`config.mk`:
```
export PLATFORM = sky130hd
export DESIGN_NAME = multiplier_control
export DESIGN_NICKNAME = d
export VERILOG_FILES = /design/src/rtl/multiplier_pkg.sv /design/src/rtl/multiplier_control.sv
export SDC_FILE = /design/constraint.sdc
export NUM_CORES = 1
export LEC_CHECK = 0
export ABC_AREA = 1
export CAP_MARGIN = 20
export CORE_AREA = 2 2 39 41
export CTS_BUF_LIST = sky130_fd_sc_hd__clkbuf_8
export CTS_CLUSTER_SIZE = 25
export DETAILED_ROUTE_END_ITERATION = 16
export DIE_AREA = 0 0 41 43
export SLEW_MARGIN = 10
export SYNTH_ARGS = -nofsm -noshare
export SYNTH_HDL_FRONTEND = slang
export SYNTH_SLANG_ARGS = --single-unit
```
`constraint.sdc`:
```
create_clock -name Clk -period 2.14 [get_ports Clk]
set_clock_uncertainty 0.05 [all_clocks]
set_input_delay 0.642 -clock Clk [delete_from_list [all_inputs] [get_ports Clk]]
set_output_delay 0.642 -clock Clk [all_outputs]
set_load 0.02 [all_outputs]
```
`src/rtl/multiplier_pkg.sv`:
```
// Shared types and width for the shift-add multiplier controller.
package multiplier_pkg;

  localparam int MULT_WIDTH = 8;

  typedef enum logic [2:0] {
    IDLE,
    CLR,
    ADD,
    SHF,
    DONE,
    HOLD
  } ctrl_state_t;

endpackage

```
`src/rtl/multiplier_control.sv`:
```
// Sequencer for the X:A:B shift-add two's-complement multiplier:
// turns button levels into one-cycle load/clear/add/sub/shift strobes.
module multiplier_control
  import multiplier_pkg::*;
#(
  parameter int WIDTH = MULT_WIDTH
) (
  input  logic                     Clk,
  input  logic                     Reset_n,
  input  logic                     Execute_h,
  input  logic                     ClearA_LoadB_h,
  input  logic                     M,
  output logic                     Ld_B,
  output logic                     Clr_AX,
  output logic                     Add,
  output logic                     Sub,
  output logic                     Shift,
  output logic                     Busy,
  output logic                     Done,
  output logic [$clog2(WIDTH)-1:0] Step
);

  localparam int SW = $clog2(WIDTH);
  localparam logic [SW-1:0] LAST = SW'(WIDTH - 1);

  ctrl_state_t   r_state;
  ctrl_state_t   w_next;
  logic [SW-1:0] r_step;
  logic          w_last;

  assign w_last = (r_step == LAST);
  assign Step   = r_step;

  always_ff @(posedge Clk or negedge Reset_n) begin
    if (!Reset_n) begin
      r_state <= IDLE;
      r_step  <= '0;
    end else begin
      r_state <= w_next;
      // Step only advances between steps; parked at 0 outside a run.
      if (r_state == SHF) begin
        if (!w_last) r_step <= r_step + SW'(1);
      end else if (r_state != ADD) begin
        r_step <= '0;
      end
    end
  end

  always_comb begin
    w_next = r_state;
    Ld_B   = 1'b0;
    Clr_AX = 1'b0;
    Add    = 1'b0;
    Sub    = 1'b0;
    Shift  = 1'b0;
    Busy   = 1'b0;
    Done   = 1'b0;
    unique case (r_state)
      IDLE: begin
        Ld_B = ClearA_LoadB_h & ~Execute_h;
        if (Execute_h) w_next = CLR;
      end
      CLR: begin
        Clr_AX = 1'b1;
        Busy   = 1'b1;
        w_next = ADD;
      end
      ADD: begin
        Busy   = 1'b1;
        // Top bit carries negative weight: subtract instead of add.
        Add    = M & ~w_last;
        Sub    = M & w_last;
        w_next = SHF;
      end
      SHF: begin
        Shift  = 1'b1;
        Busy   = 1'b1;
        w_next = w_last ? DONE : ADD;
      end
      DONE: begin
        Done   = 1'b1;
        w_next = Execute_h ? HOLD : IDLE;
      end
      HOLD: begin
        if (!Execute_h) w_next = IDLE;
      end
      default: w_next = IDLE;
    endcase
  end

endmodule
```
==> impl_summary.txt <==
----------------------------------------------------
[Clock tree]
  Max Buffers Root-to-Sink ... 2
  Total clock buffers created by CTS ... 3
  Clock tree from TritonCTS ... done
  Number of setup buffers added after CTS ... 0
  Worst-Skew Late Latency ... ~220 ps
  Master cell of the clock root buffer ... clkbuf_8
  Number of H-tree levels ... 1
  Clock input transition at the sequential cells of the worst setup and hold paths ... around 30 ps
  Total clock sinks ... 6

[STA]
  Number of hold violations in the final report ... 0
  Slew HR ... between 80% and 90%
  Setup Total Neg Slack ... 0 ps
  Final-report setup violation count ... 0
  Final period util ... around 95%
  Upper clock frequency limit ... just under 0.5 GHz
  Fin crit period ... between 2000 and 2500 ps
  Max-slew violation total from the final report ... 0
  Worst Max-Slew Pin Slew ... approximately 260 ps
  RSZ-0062 raised after global routing ... false

[Final layout]
  Proportion of layout cells with a drive suffix above 1 ... 31.5%
  Non-Filler Cell Area, Final ... roughly 660 um2
  Area Growth Syn to Fin ... 70.0%
  Number of nets in the final layout ... 83
  Number of inserted diodes ... 0

[Drt]
  Routed wire per std cell ... 9.80 um
  Number of antenna-violating nets in the routed design ... 0
  Number of detailed-routing iterations run before antenna repair ... 3
  Via-to-Cell Ratio ... approximately 4.5
  Drt drc ... 0
  Total detailed-routing wirelength ... a little under 900 um
  Routed vias ... 397
  Number of DRC markers in iteration 0 ... 2

[Pwr]
  Switching power share of the total ... about two fifths
  Cell internal pwr ... 0.000529 W
  Leakage power total ... 0.356 nW
  Worst supply voltage drop on vdd ... around 0.00070 V
  Gate power share ... 59.8%
  Switching component of the power ... approximately 0.00038 W
  Pwr/cell area ... roughly 1400 mW/mm2
  Overall power after layout ... approximately 0.00091 W
  Clock network fraction of total power ... 17.8%
  Sequential cell fraction of total power ... 22.4%

[Synth]
  Fraction of the mapped netlist area in compound gates ... under 10%
  Combinational family with the most area after synthesis ... simple AND/OR/NAND/NOR gates
  Number of distinct library cells after synthesis ... 13
  Mux contribution to synthesized area ... 0%
  Arithmetic-cell share of the synthesized area counting full adders, half adders and majority gates ... under 10%
  Part of the Yosys area used for sequential elements ... 38.7%
  Net count after synthesis ... 54
  Total standard cell area after synthesis ... about 390 um2
  Xor/xnor cell area share of the yosys netlist ... 0%
  Post-synthesis area per instance ... roughly 8.4 um2
  Yosys Warn Count ... 0
  Gate Count Post-Synth ... 46
  Area fraction in and, or, nand and nor cells after synthesis ... 35.8%
  Flops & latches, synth ... 6

[Worst setup path]
  Critical path data required time ... 1450 ps
  Slowest stage cell, crit path ... dfrtp_1
  Crit Path Category ... flop to primary output
  Series of cell instances along the critical path ... ha_1 > ha_1 > nor3_2 > buf_4
  Biggest fanout along the worst timing path ... 2
  Worst stage delay on the critical path ... ~370 ps
  Reg-to-reg setup timing slack ... ~780 ps
  Endpoint type of the worst setup path ... primary output
  Arr. time, crit path ... approximately 1300 ps
  Launching element type of the critical path ... flop
  Most prevalent standard cell on the critical path ... ha_1

[GRT]
  First-pass GRT wire length ... 1440 um
  Total GRT Usage ... 12.8%
  Total congestion overflow ... 0
  Initial antenna violation count ... 0
  Vias in the first global route ... 386
  Largest net degree at the start of global routing ... 7

[Floorplan]
  I/O pin total ... 15
  Core Region ... between 0.001 and 0.0015 mm2
  DIE AREA ... approximately 0.0018 mm2
  Site row count ... 14
  Die W ... a little over 40 um
  Effective utilization at floorplan ... 28.0%
  DIE HEIGHT ... about 43 um

[Run]
  Number of violations of the max-capacitance limit ... 0

[Placed design]
  Count of input and output buffers ... 14
  Post-detailed-placement half-perimeter wirelength ... between 700 and 800 um
  Final weighted congestion in routability-driven placement ... 0.761
  Placed inst area ... slightly above 600 um2

[Outcome]
  Status ... finished clean

[Worst hold path]
  Worst hold path class ... flop to flop

----------------------------------------------------
==> state kept, by name, indices dropped and copies added (netlist names) <==
register / cells
Step: 3
r_state: 3
==> worst max-delay path: cells and delay by family (launching register included) <==
family | cells | cell delay (ps)
buffers and inverters | 1 | 160
adders and majority gates | 2 | 430
and+or+nand+nor | 1 | 160
DFF | 1 | 370
==> cell usage in the layout (no fill, tap or decap), drive strengths merged <==
master         count
a21oi              1
buf               13
clkbuf             3
clkdlybuf4s50      5
dfrtp              6
dlygate4sd2        4
dlymetal6s2s       2
ha                 3
inv                9
nand2              8
nand3              6
nand4              2
nor2               5
nor3               3
o211ai             3
==> worst paths after layout <==
| path | from | to | cells past startpoint |
|---|---|---|---|
| worst max-delay path | Step[0]$_DFFE_PN0P_ | Add | 4 |
| worst min-delay path | r_state[0]$_DFFE_PN0P_ | Step[0]$_DFFE_PN0P_ | 2 |
| worst max register to register | Step[0]$_DFFE_PN0P_ | Step[0]$_DFFE_PN0P_ | 5 |
| worst min register to register | r_state[0]$_DFFE_PN0P_ | Step[0]$_DFFE_PN0P_ | 2 |
| max in group asynchronous | Reset_n | Step[2]$_DFFE_PN0P_ | 1 |
| min in group asynchronous | Reset_n | r_state[1]$_DFFE_PN0P_ | 1 |
==> timing repair <==
item	4_1_cts	5_1_grt
resized for setup	20	3
hold buffers	0	0
setup endpoints to repair	7	3
pin swaps	1	4
cloned	0	0
==> power groups by stage <==
stage / Clock, W / Sequential, W / Combinational (W)
5_1_grt: 0.000176 / 0.000209 / 0.000595
4_1_cts: 0.000168 / 0.000202 / 0.000548
3_5_place_dp: 0 / 0.000200 / 0.000568
2_1_floorplan: 0 / 0.000236 / 0.000269
6_report: 0.000161 / 0.000202 / 0.000541
3_3_place_gp: 0 / 0.000200 / 0.000562
==> logic make-up (layout without fill, tap and decap cells) <==
family                   count (synthesis)  in the layout
flip-flops                               6              6
adder cells (fa/ha/maj)                  3              3
buffers and inverters                    9             36
AO/OA/AOI/OAI                            4              4
AND/OR/NAND/NOR                         24             24
==> Yosys cell counts <==
library cell,n,area [um2]
nor2_1,3,11.3
nor2_4,2,22.5
inv_1,9,33.8
o211ai_1,3,22.5
nand3_1,6,30.0
nor3_1,1,5.00
nand2_1,7,26.3
ha_1,3,37.5
nor3_2,2,20.0
dfrtp_1,6,150
nand2_4,1,11.3
nand4_1,2,12.5
a21oi_1,1,5.00
==> final cells by class <==
| class | instances | area (um2) |
|---|---|---|
| clock buffer | 3 | 41.3 |
| inverter | 9 | 33.8 |
| timing repair buffer | 24 | 208 |
| sequential | 6 | 150 |
| fill | 142 | 724 |
| tap | 16 | 20.0 |
| multi-input combinational | 31 | 206 |
==> metrics by stage <==
step	std cells	utilization (%)	hold slack [ps]	setup WS [ps]
after global placement	86	45.0	521	-451
final	89	47.6	556	111
after floorplan	46	-	296	122
after CTS	89	47.1	558	2.01
after detailed placement	86	45.0	532	-475
after global routing	89	47.6	584	25.1
==> routing by layer <==
layer	vias up	wire length, um	GRT usage (%)
met5	-	0	0
met4	0	15	12.0
met3	2	28	3.14
met2	5	438	17.5
met1	184	390	15.2
li1	206	-	-
(Power assumes the default switching activity.)
